File: src/rtl/seg7_scan_driver.sv
`timescale 1ns/1ps
// seg7_scan_driver: time-multiplexed driver for an NDIG-digit common-anode 7-segment
// display. Scans leftmost digit first, 16 sub-phases per digit slot, with sub-phase 0
// always dark as an anti-ghosting guard and sub-phases 1..BRIGHT lit (PWM brightness).
// VALUE/DP are captured into a shadow copy only at frame start, so a frame never mixes
// two values. Optional leading-zero blanking is compiled in with `define SEG7_LZB_EN.
module seg7_scan_driver #(
    parameter int NDIG       = 4,
    parameter int PRESCALE   = 16,
    parameter int ACTIVE_LOW = 1
) (
    input  logic                CLK,
    input  logic                RST,
    input  logic [4*NDIG-1:0]   VALUE,
    input  logic [NDIG-1:0]     DP,
    input  logic [3:0]          BRIGHT,
`ifdef SEG7_LZB_EN
    input  logic                LZB,
`endif
    output logic [7:0]          SEG,
    output logic [NDIG-1:0]     DIG,
    output logic                FRAME
);

    localparam int              PW    = $clog2(PRESCALE);
    localparam int              KW    = (NDIG > 1) ? $clog2(NDIG) : 1;
    localparam logic [PW-1:0]   PLAST = PW'(PRESCALE - 1);
    localparam logic [KW-1:0]   KLAST = KW'(NDIG - 1);
    localparam logic            INV   = (ACTIVE_LOW != 0);

    // Hex font, logical active-high, {A,B,C,D,E,F,G,Dp} with Dp left clear.
    function automatic logic [7:0] font(input logic [3:0] h);
        logic [7:0] s;
        unique case (h)
            4'h0: s = 8'hFC;  4'h1: s = 8'h60;  4'h2: s = 8'hDA;  4'h3: s = 8'hF2;
            4'h4: s = 8'h66;  4'h5: s = 8'hB6;  4'h6: s = 8'hBE;  4'h7: s = 8'hE0;
            4'h8: s = 8'hFE;  4'h9: s = 8'hF6;  4'hA: s = 8'hEE;  4'hB: s = 8'h3E;
            4'hC: s = 8'h9C;  4'hD: s = 8'h7A;  4'hE: s = 8'h9E;  4'hF: s = 8'h8E;
            default: s = 8'h00;
        endcase
        return s;
    endfunction

    // Scan state and frame shadow
    logic [PW-1:0]      pcnt_q, pcnt_d;
    logic [3:0]         sub_q, sub_d;
    logic [KW-1:0]      k_q, k_d;
    logic [4*NDIG-1:0]  shadow_val_q;
    logic [NDIG-1:0]    shadow_dp_q;
    logic [7:0]         seg_q, seg_d;
    logic [NDIG-1:0]    dig_q, dig_d;
    logic               frame_q;

    logic               tick;
    logic               frame_start;
    logic [KW-1:0]      dsel;
    logic [3:0]         nib;
    logic               dpb;
    logic [NDIG-1:0]    blank_mask;
    logic               lzb_run;
    logic               lit;
    logic [7:0]         seg_log;
    logic [NDIG-1:0]    dig_log;

    // Counter next-state: prescaler, sub-phase and slot index.
    always_comb begin
        tick        = (pcnt_q == PLAST);
        frame_start = tick && (sub_q == 4'd15) && (k_q == KLAST);
        pcnt_d      = tick ? '0 : pcnt_q + 1'b1;
        sub_d       = tick ? sub_q + 4'd1 : sub_q;
        k_d         = k_q;
        if (tick && (sub_q == 4'd15)) begin
            k_d = (k_q == KLAST) ? '0 : k_q + 1'b1;
        end
    end

    // Leading-zero mask: digits from the left stay dark while their nibble and DP are both 0.
    always_comb begin
        blank_mask = '0;
        lzb_run    = 1'b0;
`ifdef SEG7_LZB_EN
        lzb_run = LZB;
        for (int i = NDIG - 1; i >= 1; i--) begin
            lzb_run       = lzb_run && (shadow_val_q[4*i +: 4] == 4'h0) && !shadow_dp_q[i];
            blank_mask[i] = lzb_run;
        end
`endif
    end

    // Output decode for the current slot: slot k shows digit NDIG-1-k.
    always_comb begin
        dsel    = KLAST - k_q;
        nib     = 4'h0;
        dpb     = 1'b0;
        lit     = 1'b0;
        dig_log = '0;
        for (int i = 0; i < NDIG; i++) begin
            if (KW'(i) == dsel) begin
                nib = shadow_val_q[4*i +: 4];
                dpb = shadow_dp_q[i];
                lit = (sub_q != 4'd0) && (sub_q <= BRIGHT) && !blank_mask[i];
            end
        end
        for (int i = 0; i < NDIG; i++) begin
            dig_log[i] = lit && (KW'(i) == dsel);
        end
        seg_log = lit ? (font(nib) | {7'b0, dpb}) : 8'h00;
        seg_d   = INV ? ~seg_log : seg_log;
        dig_d   = INV ? ~dig_log : dig_log;
    end

    // State, shadow latch and registered pin outputs.
    always_ff @(posedge CLK) begin
        if (RST) begin
            pcnt_q       <= '0;
            sub_q        <= '0;
            k_q          <= '0;
            shadow_val_q <= '0;
            shadow_dp_q  <= '0;
            frame_q      <= 1'b0;
            seg_q        <= INV ? 8'hFF : 8'h00;
            dig_q        <= INV ? '1 : '0;
        end else begin
            pcnt_q  <= pcnt_d;
            sub_q   <= sub_d;
            k_q     <= k_d;
            frame_q <= frame_start;
            seg_q   <= seg_d;
            dig_q   <= dig_d;
            if (frame_start) begin
                shadow_val_q <= VALUE;
                shadow_dp_q  <= DP;
            end
        end
    end

    assign SEG   = seg_q;
    assign DIG   = dig_q;
    assign FRAME = frame_q;

endmodule

File: config.mk
export PLATFORM = sky130hd
export DESIGN_NAME = seg7_scan_driver
export DESIGN_NICKNAME = d
export VERILOG_FILES = /design/src/rtl/seg7_scan_driver.sv
export SDC_FILE = /design/constraint.sdc
export NUM_CORES = 1
export LEC_CHECK = 0
export ABC_CLOCK_PERIOD_IN_PS = 2900
export BUFFER_PORTS_ARGS = -buffer_cell sky130_fd_sc_hd__buf_2
export CORE_MARGIN = 1
export CORE_UTILIZATION = 30
export DETAILED_ROUTE_END_ITERATION = 10
export PLACE_DENSITY = 0.56
export SLEW_MARGIN = 20
export SYNTH_ARGS = -nofsm -noshare
export SYNTH_HDL_FRONTEND = slang
export SYNTH_SLANG_ARGS = --single-unit
File: constraint.sdc
create_clock -name CLK -period 2.9 [get_ports CLK]
set_input_delay 0.145 -clock CLK [delete_from_list [all_inputs] [get_ports CLK]]
set_output_delay 0.145 -clock CLK [all_outputs]
set_load 0.03 [all_outputs]
# Word level (Yosys, flattened, before mapping)
# Memory sizes are Yosys's and may differ from the RTL's.
# Cells that the tools add are included.
dict set report op_classes {
  add_sub_neg 4
  order_cmp 1
  eq_ne 6
  mux 14
  bitwise_logic 3
  reduce_logical 10
}
# operator n
set op_table {}
lappend op_table {{4-bit two-way mux} 4}
lappend op_table {{4-bit by 1-bit adder with 4-bit output, second input constant} 2}
lappend op_table {{4-bit equality test, second input constant} 2}
lappend op_table {{1-bit two-way mux} 8}
lappend op_table {{8-bit two-way mux} 1}
lappend op_table {{8-bit inverter} 1}
lappend op_table {{8-bit by 1-bit bitwise OR with 8-bit output} 1}
lappend op_table {{1-bit logical AND} 7}
lappend op_table {{2-bit equality test, first input constant} 2}
lappend op_table {{4-bit <= comparator} 1}
lappend op_table {{4-bit inverter} 1}
lappend op_table {{4-bit nonzero test} 1}
lappend op_table {{2-bit by 1-bit adder with 2-bit output, second input constant} 1}
lappend op_table {{1-bit by 2-bit equality test with 1-bit output, first input constant} 1}
lappend op_table {{2-bit equality test, second input constant} 1}
lappend op_table {{2-bit logical NOT} 1}
lappend op_table {{2-bit two-way mux} 1}
lappend op_table {{2-bit OR reduction} 1}
lappend op_table {{2-bit subtractor, first input constant} 1}
dict set report word_totals {
  reg_bits 43
  romBits 112
  inputBits 26
  out_inout_bits 13
  word_cells 47
  n_memories 1
}
# name depth width rd rd_ports_with_merged_regs wr line
set memory_table {}
lappend memory_table {{(name not given)} 16 7 1 0 0 34} ;# unique case (h)

# Longest topological paths before layout
# Gate-level depths: netlist of run 1.
# An unclocked memory read counts as a cell.
dict set report logic_depth {
  ltp_word 10
  mapped_depth 11
}

# Least setup slack after synthesis of run 1
# No wires, ideal clock.
dict set report synth_path {
  kind {reg-to-reg}
  start {register k_q[1]}
  end {register seg_q[2], in the netlist SEG[2]}
  arrival_ns 1.952
  required_ns 2.782
  slack_ns 0.831
  path_stages_with_launch 11
  path_buffers 0
  period_less_slack_ns 2.069
  path_cell_list {dfxtp_1 > inv_1 > ha_1 > nor2_2 > nand2_1 > o21ai_2 > inv_1 > ha_1 > mux2i_1 > o22a_1 > nand2_1}
}
dict set report synth_via {
  elab_chain_len 10
}
# item line
set synth_rtl {}
lappend synth_rtl {{start, declared} 47} ;# logic [KW-1:0] k_q, k_d;
lappend synth_rtl {{start signal, assigned} 126} ;# k_q <= k_d;
lappend synth_rtl {{2-bit subtractor *} 92} ;# dsel = KLAST - k_q;
lappend synth_rtl {{2-bit logical NOT} 98} ;# if (KW'(i) == dsel) begin
lappend synth_rtl {{4-bit two-way mux (4 in series)} 98}
lappend synth_rtl {{memory 16 x 7 bit} -}
lappend synth_rtl {{8-bit by 1-bit bitwise OR with 8-bit output} 107} ;# seg_log = lit ? (font(nib) | {7'b0, dpb}) : 8'h00;
lappend synth_rtl {{8-bit two-way mux *} 107}
lappend synth_rtl {{8-bit inverter *} 108} ;# seg_d = INV ? ~seg_log : seg_log;
lappend synth_rtl {{end signal, assigned} 121} ;# seg_q <= INV ? 8'hFF : 8'h00;
lappend synth_rtl {{end signal, assigned} 128} ;# seg_q <= seg_d;
lappend synth_rtl {{end, declared} 50} ;# logic [7:0] seg_q, seg_d;
# Every way passes the cells marked *; elsewhere a longest branch is shown, timed or not.
# A chain may end at the register's enable or synchronous reset.

# Worst setup path after layout of run 1
dict set report layout_path {
  start {register k_q[0]}
  end {register seg_q[2], in the netlist SEG[2]}
}
# The elaborated chain is that of the path after synthesis.

==> results.sh, run 1 <==
export IMPL_cts_hold_buf=0
export IMPL_io_pins=39
export IMPL_fmax_ghz=0.4081
export IMPL_synth_edf_count=0
export IMPL_syn_nets=249
export IMPL_crit_arrival_ns=2.62
export IMPL_hpwlAfterDp_um=3056
export IMPL_dieWidth_um=85.63
export IMPL_drv_cap=0
export IMPL_min_path_type="input pin to flop"
export IMPL_synth_ff_type="dfxtp_1"
export IMPL_wl_met2_um=1842
export IMPL_synthTopCellsByArea="dfxtp_1 41%, ha_1 10%, a22o_1 8.3%"
export IMPL_grt_max_degree=22
export IMPL_yosysWarnings=0
export IMPL_post_cts_buffers=0
export IMPL_synth_cells=206
export IMPL_diodes=0
export IMPL_clockRootBuffer="clkbuf_8"
export IMPL_avgViaCountPerCell=4.776
export IMPL_end_kind="flop"
export IMPL_antenna_found_initial=0
export IMPL_final_nets=284
export IMPL_tightest_slew_ns=0.5952
export IMPL_top_layer="met4"
export IMPL_clock_skew_ns=0.009600
export IMPL_cts_buffers=5
export IMPL_ir_drop_v=0.0001624
export IMPL_hp_start="VALUE[1]"
export IMPL_worstHoldPathCells=2
export IMPL_regToRegSetupSlack_ns=0.45
export IMPL_clkTransAtPathRegs_ns=0.08
export IMPL_grt_pass1_wl_um=6996
export IMPL_met3_length_um=200
export IMPL_drt_pass1_iterations=4
export IMPL_n_fill_cell=697
export IMPL_drc_errors=0
export IMPL_clk_path_buf_depth=2
export IMPL_placementRows=30
export IMPL_ys_ff_latch=43
export IMPL_fin_util=0.3572
export IMPL_area_growth_synth_to_final_pct=15.03
export IMPL_htreeDepth=2
export IMPL_relSlewSlack=0.6024
export IMPL_r2r_start="k_q[0]"
export IMPL_grt_setup_unrepaired="no"
export IMPL_num_vias=1538
export IMPL_die_h_um=85.63
export IMPL_globalRouteOverflowTotal=0
export IMPL_fin_area_sq_mm=0.002414
export IMPL_start_util=0.3106
export IMPL_p_per_area_mw_per_mm2=456.0
export IMPL_grtUsageTotal=0.1215
export IMPL_setup_viol=0
export IMPL_drive_gt1_frac=0.2769
export IMPL_synth_top_cell_area_share=0.4103
export IMPL_fin_setup_tns_ns=0
export IMPL_core_region_area_sq_mm=0.006756
export IMPL_outcome="finished, final reports clean"
export IMPL_ys_top_cells_by_count="43 x dfxtp_1, 20 x a22o_1, 20 x nand2_1"
export IMPL_met1_length_um=2023
export IMPL_worst_hold_path_endpoint="shadow_val_q[1]"
export IMPL_syn_cell_area_sq_mm=0.002098
export IMPL_die_area_sq_mm=0.007333
export IMPL_r2r_end="SEG[2]"
export IMPL_yosysMostFrequentCell="dfxtp_1"
export IMPL_cts_sinks=43
export IMPL_yosysTopAreaCell="dfxtp_1"
export IMPL_report_final_slew_viol_count=0
export IMPL_synth_cell_types=53
export IMPL_gp_congestion=0.7721
export IMPL_cts_resized_gates=0
export IMPL_avgSynthCellArea_sq_um=10.19
export IMPL_finalCritPeriodShare=0.8450
export IMPL_io_buffers=38
export IMPL_ant_nets=0
export IMPL_p_total_w=0.001100
export IMPL_critPathKind="flop to flop"
export IMPL_reg2regPathDepth=10
export IMPL_fin_crit_ns=2.451
export IMPL_crit_fanout=13
export IMPL_clkLatencyLatePin_ns=0.30
export IMPL_start_kind="flop"
export IMPL_p_leak_nw=0.9973
export IMPL_hold_violations=0
export IMPL_async_reset_ff_frac=0
export IMPL_tritoncts="done"
export IMPL_required_ns=3.07
export IMPL_grt_pass1_vias=1505
export IMPL_wl_per_cell_um=12.77
export IMPL_drt_iter0_markers=65
export IMPL_postPlaceCellArea_sq_mm=0.002301
export IMPL_routed_wl_um=4113
export IMPL_ys_seq_area_frac=0.4103
-- cell usage in the layout (no fill, tap or decap), drive strengths merged, types with 2 or more instances in the layout --
| master | synthesis | layout |
|---|---|---|
| dfxtp | 43 | 43 |
| buf | 12 | 40 |
| nand2 | 23 | 23 |
| a22o | 20 | 20 |
| ha | 17 | 17 |
| inv | 14 | 14 |
| nor2 | 14 | 14 |
| a21oi | 9 | 9 |
| clkbuf | 0 | 5 |
| nor2b | 5 | 5 |
| o21ai | 5 | 5 |
| mux2i | 4 | 4 |
| xnor2 | 3 | 3 |
| o211ai | 3 | 3 |
| nor3b | 3 | 3 |
| and2 | 3 | 3 |
| nand3 | 2 | 2 |
| o221ai | 2 | 2 |
| nand4 | 2 | 2 |
| xor2 | 2 | 2 |
| nand3b | 2 | 2 |
| a311o | 2 | 2 |
| a311oi | 2 | 2 |
| a211oi | 2 | 2 |
| clkinv | 0 | 2 |
-- critical path, cell delays in order, from the launching register on --
cell and delay (ns):
dfxtp_1 0.37, inv_1 0.09, ha_1 0.36, nor2_2 0.35
nand2_1 0.11, o21ai_2 0.30, inv_1 0.11, ha_1 0.27
mux2i_1 0.15, o22a_1 0.15, nand2_1 0.04
-- cell families (layout without fill, tap and decap cells) --
group                    Yosys count  count (layout)  synth area share
multiplexers                       5               5           0.02624
AND/OR/NAND/NOR                   60              60            0.1592
adder cells (fa/ha/maj)           17              17            0.1014
buffers and inverters             26              62           0.07394
XOR/XNOR                           5               5           0.02087
flip-flops                        43              43            0.4103
AO/OA/AOI/OAI                     50              50            0.2081
-- report_power, final --
part | internal (W) | switching [W]
logic | 0.0000192 | 0.0000193
clock network | 0.000256 | 0.000209
registers | 0.000593 | 0.00000308
-- worst max path at each step --
stage	start	end	slack (ns)	cells after the start
floorplan	k_q[1]	SEG[2]	0.83	10
global placement	k_q[0]	SEG[2]	0.56	10
detailed placement	k_q[0]	SEG[2]	0.45	10
CTS	k_q[0]	SEG[2]	0.44	10
global route	k_q[0]	SEG[2]	0.12	10
finish	k_q[0]	SEG[2]	0.45	10
-- metrics by stage --
step	hold WS (ns)	instances	worst slack (ns)
after floorplan	0.2621	206	0.8308
after global placement	0.3552	314	0.5565
after detailed placement	0.3578	314	0.4538
after CTS	0.05235	322	0.4413
after global routing	0.05236	322	0.1192
final	0.05260	322	0.4495
-- area by class of cell --
cell class,instances,area (sq um),area share
Tap cell,80,100.1,0.04147
Sequential cell,43,860.8,0.3567
Multi-Input combinational cell,137,1082,0.4484
Inverter,14,52.55,0.02177
Clock buffer,5,68.82,0.02851
Clock inverter,3,43.79,0.01814
Timing Repair Buffer,40,205.2,0.08502
-- registers in the layout, summed over array words and instances, names as in the netlist --
register      cells
SEG               8
sub_q             4
DIG               4
FRAME             1
pcnt_q            4
shadow_dp_q       4
k_q               2
shadow_val_q     16
-- metal layers --
metal,GRT usage,up-vias
met5,0,-
met4,0.04091,0
met3,0.03657,5
met2,0.1920,32
met1,0.1580,699
li1,-,802
(Power assumes the default switching activity.)
==> run 2, diff against run 1 <==
--- a/config.mk
+++ b/config.mk
@@ -5,12 +5,13 @@
 export SDC_FILE = /design/constraint.sdc
 export NUM_CORES = 1
 export LEC_CHECK = 0
-export ABC_CLOCK_PERIOD_IN_PS = 2900
+export ABC_AREA = 1
+export ABC_CLOCK_PERIOD_IN_PS = 2100
 export BUFFER_PORTS_ARGS = -buffer_cell sky130_fd_sc_hd__buf_2
 export CORE_MARGIN = 1
 export CORE_UTILIZATION = 30
 export DETAILED_ROUTE_END_ITERATION = 10
-export PLACE_DENSITY = 0.56
+export PLACE_DENSITY = 0.58
 export SLEW_MARGIN = 20
 export SYNTH_ARGS = -nofsm -noshare
 export SYNTH_HDL_FRONTEND = slang
==> constraint.sdc (replaced) <==
create_clock -name CLK -period 2.1 [get_ports CLK]
set_input_delay 0.105 -clock CLK [delete_from_list [all_inputs] [get_ports CLK]]
set_output_delay 0.105 -clock CLK [all_outputs]
set_load 0.03 [all_outputs]
==> run 2 against run 1 <==
Effect of this change: the flow now finishes with violations (DRC); worst hold slack worse by 0.052 ns; largest cell class unchanged; die area down 1.9%; clock skew up 0.0031 ns; sequential share of layout area down 1.6 points; register-to-register slack worse by 0.25 ns; core utilization up 3.3 points; flip-flop and latch count unchanged; design area up 5.1%; final cell count up 23%.
==> results.sh, run 2 <==
export IMPL_critPathLaunch="k_q[0]"
export IMPL_start_util=0.3167
export IMPL_r2r_end="SEG[6]"
export IMPL_outcome="complete, but fails checks"
export IMPL_clkTransAtPathRegs_ns=0.09
export IMPL_met1_length_um=2250
export IMPL_p_per_area_mw_per_mm2=607.2
export IMPL_switching_power_w=0.0003048
export IMPL_clockRootBuffer="clkbuf_8"
export IMPL_hold_ws_ns=0.0009185
export IMPL_synthTopCellsByArea="dfxtp_1 42%, nand2_1 14%, ha_1 10%"
export IMPL_grt_setup_unrepaired="no"
export IMPL_p_seq_frac=0.534
export IMPL_synth_top_cell_area_share=0.4185
export IMPL_avgViaCountPerCell=4.398
export IMPL_r2r_start="k_q[0]"
export IMPL_fin_area_sq_mm=0.002537
export IMPL_met3_length_um=234
export IMPL_report_final_slew_viol_count=0
export IMPL_drc_errors=1
export IMPL_ir_drop_v=0.0002375
export IMPL_synth_cells=270
export IMPL_tritoncts="done"
export IMPL_p_leak_nw=1.155
export IMPL_setup_viol=0
export IMPL_crit_top_cell="nand2_1"
export IMPL_syn_cell_area_sq_mm=0.002057
export IMPL_internal_power_w=0.001236
export IMPL_violations="DRC"
export IMPL_diodes=0
export IMPL_die_h_um=84.81
export IMPL_final_nets=362
export IMPL_final_cell_mix="77 x nand2_1, 41 x dfxtp_1, 38 x buf_2"
export IMPL_grtUsageTotal=0.1273
export IMPL_critPathKind="flop to flop"
export IMPL_io_pins=39
export IMPL_wl_per_cell_um=10.73
export IMPL_endpoint="SEG[6]"
export IMPL_finalCritPeriodShare=0.9073
export IMPL_power_share_clock=0.427
export IMPL_crit_fanout=7
export IMPL_cts_buffers=5
export IMPL_largest_register_ffs=16
export IMPL_clock_skew_ns=0.01273
export IMPL_dieWidth_um=84.81
export IMPL_routed_wl_um=4260
export IMPL_die_area_sq_mm=0.007192
export IMPL_drt_pass1_iterations=7
export IMPL_fin_util=0.3907
export IMPL_synth_edf_count=0
export IMPL_start_kind="flop"
export IMPL_ys_top_cells_by_count="77 x nand2_1, 43 x dfxtp_1, 30 x inv_1"
export IMPL_min_path_type="input pin to flop"
export IMPL_tightest_slew_ns=0.3192
export IMPL_drv_cap=0
export IMPL_ys_seq_area_frac=0.4185
export IMPL_hpwlAfterDp_um=3305
export IMPL_grt_pass1_vias=1605
export IMPL_end_kind="flop"
export IMPL_async_reset_ff_frac=0
export IMPL_htreeDepth=2
export IMPL_top_layer="met4"
export IMPL_syn_nets=313
export IMPL_ant_nets=0
export IMPL_core_region_area_sq_mm=0.006495
export IMPL_io_buffers=38
export IMPL_antenna_found_initial=0
export IMPL_crit_arrival_ns=2.09
export IMPL_grt_max_degree=22
export IMPL_hold_violations=0
export IMPL_p_total_w=0.001541
export IMPL_swShare=0.1978
export IMPL_fin_crit_ns=1.905
export IMPL_gp_congestion=0.8298
export IMPL_required_ns=2.28
export IMPL_area_growth_synth_to_final_pct=23.36
export IMPL_clk_path_buf_depth=2
export IMPL_wl_met2_um=1740
export IMPL_avgSynthCellArea_sq_um=7.618
export IMPL_postPlaceCellArea_sq_mm=0.002371
export IMPL_critPathMaxStageDelay_ns=0.36
export IMPL_placementRows=29
export IMPL_ys_ff_latch=43
export IMPL_regMostFlops="shadow_val_q"
export IMPL_p_comb_frac=0.040
export IMPL_num_vias=1746
export IMPL_worstPathCellList="inv_1 -> ha_4 -> inv_2 -> nand2_1 -> o21ai_1 -> nand2_1 -> nand2_1 -> inv_1 -> ha_1 -> inv_1 -> nor2_1 -> a21oi_1 -> nand2_1"
export IMPL_yosysMostFrequentCell="nand2_1"
export IMPL_grt_pass1_wl_um=7231
export IMPL_reg2regPathDepth=13
export IMPL_regToRegSetupSlack_ns=0.19
export IMPL_clkLatencyLatePin_ns=0.30
export IMPL_fmax_ghz=0.5248
export IMPL_cts_sinks=43
export IMPL_synth_ff_type="dfxtp_1"
export IMPL_yosysTopAreaCell="dfxtp_1"
export IMPL_synth_cell_types=25
export IMPL_final_common_cell="nand2_1"
export IMPL_cp_slowest_cell="dfxtp_2"
export IMPL_relSlewSlack=0.7866
export IMPL_globalRouteOverflowTotal=0
export IMPL_drt_iter0_markers=118
export IMPL_fin_setup_tns_ns=0
export IMPL_drive_gt1_frac=0.2500
export IMPL_yosysWarnings=0
run 2: changes by cell type after synthesis, sizes merged, moves of 5 or more:
| cell | previous run | this run |
|---|---|---|
| a22o | 20 | 0 |
| buf | 12 | 6 |
| o21ai | 5 | 19 |
| inv | 14 | 32 |
| nand2 | 23 | 80 |
| a21oi | 9 | 19 |
| nor2b | 5 | 0 |
| nand3 | 2 | 24 |
run 2: power by group through the flow:
stage          clock (W)  combinational [W]  sequential [W]
3_3_place_gp           0          0.0000585        0.000841
5_1_grt         0.000713          0.0000709        0.000823
6_report        0.000658          0.0000612        0.000822
4_1_cts         0.000673          0.0000608        0.000822
2_1_floorplan          0          0.0000263        0.000841
3_5_place_dp           0          0.0000588        0.000841
run 2: worst min path at each step:
stage | end | from | slack, ns | cells after the start
floorplan | shadow_val_q[12] | VALUE[12] | 0.21 | 2
global placement | shadow_val_q[13] | VALUE[13] | 0.30 | 3
detailed placement | shadow_val_q[15] | VALUE[15] | 0.30 | 3
CTS | shadow_val_q[4] | VALUE[4] | 0.001 | 3
global route | shadow_val_q[2] | VALUE[2] | 0.01 | 3
finish | shadow_val_q[4] | VALUE[4] | 0.0009 | 3
run 2: routing by layer:
metal | global-route usage | vias to the layer above
met2 | 0.1907 | 43
li1 | - | 968
met4 | 0.04468 | 0
met3 | 0.03540 | 4
met5 | 0 | -
met1 | 0.1753 | 731
run 2: worst max-delay path: cells and delay by family, from the launching register on:
kind | cells | cell delay, ns
fa+ha+maj | 2 | 0.50
buf+inv | 4 | 0.34
flops | 1 | 0.36
simple gates | 5 | 0.33
compound gates | 2 | 0.25
run 2: repair_timing:
| action | 4_1_cts | 5_1_grt |
|---|---|---|
| setup endpoints to repair | 6 | 7 |
| pin swaps | 0 | 1 |
| hold buffers | 1 | 1 |
| resized for setup | 2 | 7 |
| setup buffers | 0 | 1 |
| endpoints found under the hold margin | 1 | 1 |
run 2: stage by stage:
step | std cells | setup slack (ns)
after CTS | 395 | 0.07457
after global routing | 397 | 0.006319
after floorplan | 270 | 0.1938
after global placement | 386 | 0.04567
final | 397 | 0.1946
after detailed placement | 386 | -0.04356
run 2: cell families (layout without fill, tap and decap cells):
family                   count (synthesis)  count (layout)  synth area share
AND/OR/NAND/NOR                        126             126            0.2622
AO/OA/AOI/OAI                           44              44            0.1320
flip-flops                              43              43            0.4185
buffers and inverters                   40              90           0.08394
adder cells (fa/ha/maj)                 17              17            0.1034
run 2: layout make-up:
| type | instances | area, sq um |
|---|---|---|
| Timing Repair Buffer | 50 | 297.8 |
| Clock inverter | 2 | 35.03 |
| Sequential cell | 43 | 863.3 |
| Tap cell | 77 | 96.34 |
| Clock buffer | 6 | 82.58 |
| Fill cell | 678 | 3958 |
| Inverter | 32 | 120.1 |
| Multi-Input combinational cell | 187 | 1042 |
==> run 3, diff against run 2 <==
--- a/config.mk
+++ b/config.mk
@@ -6,12 +6,13 @@
 export NUM_CORES = 1
 export LEC_CHECK = 0
 export ABC_AREA = 1
-export ABC_CLOCK_PERIOD_IN_PS = 2100
+export ABC_CLOCK_PERIOD_IN_PS = 1550
 export BUFFER_PORTS_ARGS = -buffer_cell sky130_fd_sc_hd__buf_2
 export CORE_MARGIN = 1
 export CORE_UTILIZATION = 30
 export DETAILED_ROUTE_END_ITERATION = 10
 export PLACE_DENSITY = 0.58
+export REMOVE_ABC_BUFFERS = 1
 export SLEW_MARGIN = 20
 export SYNTH_ARGS = -nofsm -noshare
 export SYNTH_HDL_FRONTEND = slang
==> constraint.sdc (replaced) <==
create_clock -name CLK -period 1.55 [get_ports CLK]
set_input_delay 0.0775 -clock CLK [delete_from_list [all_inputs] [get_ports CLK]]
set_output_delay 0.0775 -clock CLK [all_outputs]
set_load 0.03 [all_outputs]
==> run 3 against run 2 <==
Effect of this change: the flow finishes with violations (DRC, setup timing); clock skew decreased by 0.0073 ns; design area increased by 34%; register-to-register slack got worse by 0.40 ns; core utilization increased by 13 points; via count increased by 18%; combinational power increased by 130%; critical path depth decreased by 2.
==> results.sh, run 3 (synthesis gave the netlist of run 2 again) <==
export IMPL_outcome="complete, but fails checks"
export IMPL_violations="DRC, setup timing"
export IMPL_io_buffers=38
export IMPL_grt_pass1_vias=1963
export IMPL_clk_path_buf_depth=2
export IMPL_ir_drop_v=0.0003678
export IMPL_clockRootBuffer="clkbuf_8"
export IMPL_required_ns=1.74
export IMPL_clkTransAtPathRegs_ns=0.08
export IMPL_p_per_area_mw_per_mm2=578.0
export IMPL_hold_ws_ns=0.2673
export IMPL_crit_arrival_ns=1.94
export IMPL_tightest_slew_ns=0.3846
export IMPL_p_leak_nw=1.585
export IMPL_largest_register_ffs=16
export IMPL_antenna_found_initial=0
export IMPL_start_kind="flop"
export IMPL_ant_nets=0
export IMPL_fin_area_sq_mm=0.003396
export IMPL_placed_cells=414
export IMPL_met1_length_um=2530
export IMPL_grtUsageTotal=0.1482
export IMPL_grt_max_degree=19
export IMPL_tritoncts="done"
export IMPL_io_pins=39
export IMPL_diodes=0
export IMPL_start_util=0.3167
export IMPL_routed_wl_um=5592
export IMPL_finalCritPeriodShare=1.131
export IMPL_fin_crit_ns=1.753
export IMPL_placementRows=29
export IMPL_finalWorstSetupSlack_ns=-0.2033
export IMPL_min_path_type="input pin to flop"
export IMPL_drt_pass1_iterations=7
export IMPL_top_layer="met4"
export IMPL_critPathKind="flop to flop"
export IMPL_p_total_w=0.001963
export IMPL_clock_skew_ns=0.005446
export IMPL_final_cell_count_no_fill=456
export IMPL_drc_errors=2
export IMPL_met3_length_um=236
export IMPL_final_cell_mix="46 x nand2_1, 39 x dfxtp_1, 39 x buf_4"
export IMPL_drt_iter0_markers=76
export IMPL_num_vias=2059
export IMPL_drv_cap=0
export IMPL_fin_util=0.5228
export IMPL_dieWidth_um=84.81
export IMPL_core_region_area_sq_mm=0.006495
export IMPL_grt_pass1_wl_um=8452
export IMPL_drive_gt1_frac=0.4565
export IMPL_crit_fanout=6
export IMPL_cts_buffers=5
export IMPL_report_final_slew_viol_count=0
export IMPL_final_nets=421
export IMPL_fmax_ghz=0.5703
export IMPL_avgViaCountPerCell=4.515
export IMPL_end_kind="flop"
export IMPL_wl_per_cell_um=12.26
export IMPL_setup_viol=21
export IMPL_die_area_sq_mm=0.007192
export IMPL_wl_met2_um=2763
export IMPL_globalRouteOverflowTotal=0
export IMPL_grt_setup_unrepaired="yes"
export IMPL_cts_sinks=43
export IMPL_gp_congestion=0.8430
export IMPL_relSlewSlack=0.7433
export IMPL_clkLatencyLatePin_ns=0.29
export IMPL_hold_violations=0
export IMPL_htreeDepth=2
export IMPL_final_common_cell="nand2_1"
export IMPL_hpwlAfterDp_um=3471
export IMPL_die_h_um=84.81
export IMPL_postPlaceCellArea_sq_mm=0.002594
export IMPL_regMostFlops="shadow_val_q"
export IMPL_area_growth_synth_to_final_pct=65.09
## run 3: changes by cell type in the layout (fill, tap and decap cells not counted), sizes merged
cell / delta
clkbuf: +2
buf: +39
dlygate4sd3: +18
clkinvlp: +1
bufinv: -1
## run 3: worst paths after layout
path / to / slack, ns / start / depth (start not counted)
hold reg to reg: shadow_val_q[3] / 0.47 / shadow_val_q[3] / 2
setup reg to reg: SEG[4] / -0.20 / k_q[0] / 11
setup / recovery: SEG[4] / -0.20 / k_q[0] / 11
hold / removal: FRAME / 0.27 / RST / 4
## run 3: power by group
part / leakage, nW / total [W] / switching (W) / internal [W]
combinational: 1.19 / 0.000142 / 0.0000607 / 0.0000817
sequential: 0.349 / 0.00112 / 0.00000711 / 0.00111
clock: 0.0412 / 0.000704 / 0.000389 / 0.000315
## run 3: area by class of cell
class,count,area [sq um]
fillers,596,3099
multi-input cells,187,1350
flip-flops and latches,43,868.3
repair buffers,109,863.3
inverters,32,132.6
well taps,77,96.34
clock buffers,6,72.57
clock inverters,2,12.51
## run 3: through the flow
stage	setup WS (ns)	setup TNS, ns
2_1_floorplan	-0.3548	-2.857
3_3_place_gp	-0.3178	-2.258
3_5_place_dp	-0.3627	-2.578
4_1_cts	-0.1664	-1.022
5_1_grt	-0.3367	-3.936
6_report	-0.2033	-1.566
## run 3: timing repair
item	CTS	global route
endpoints found under the setup margin	23	32
buffers inserted	6	5
pin swaps	11	17
cloned	0	3
hold endpoints to repair	20	0
resized for setup	37	66
hold buffers	20	0
## run 3: per-layer routing
metal  GRT usage  up-vias
met2      0.2506       48
met5           0        -
li1            -     1079
met1      0.1822      926
met3     0.03343        6
met4     0.06009        0
## run 3: critical path, cell delays in order (launching register included)
cell and delay, ns:
dfxtp_2 0.35, buf_6 0.13, ha_4 0.17, a21oi_1 0.18, a21boi_1 0.10, buf_4 0.17, ha_4 0.26, inv_2 0.03
nand2_1 0.05, nand2_1 0.06, nand2_1 0.06, nand3_1 0.06
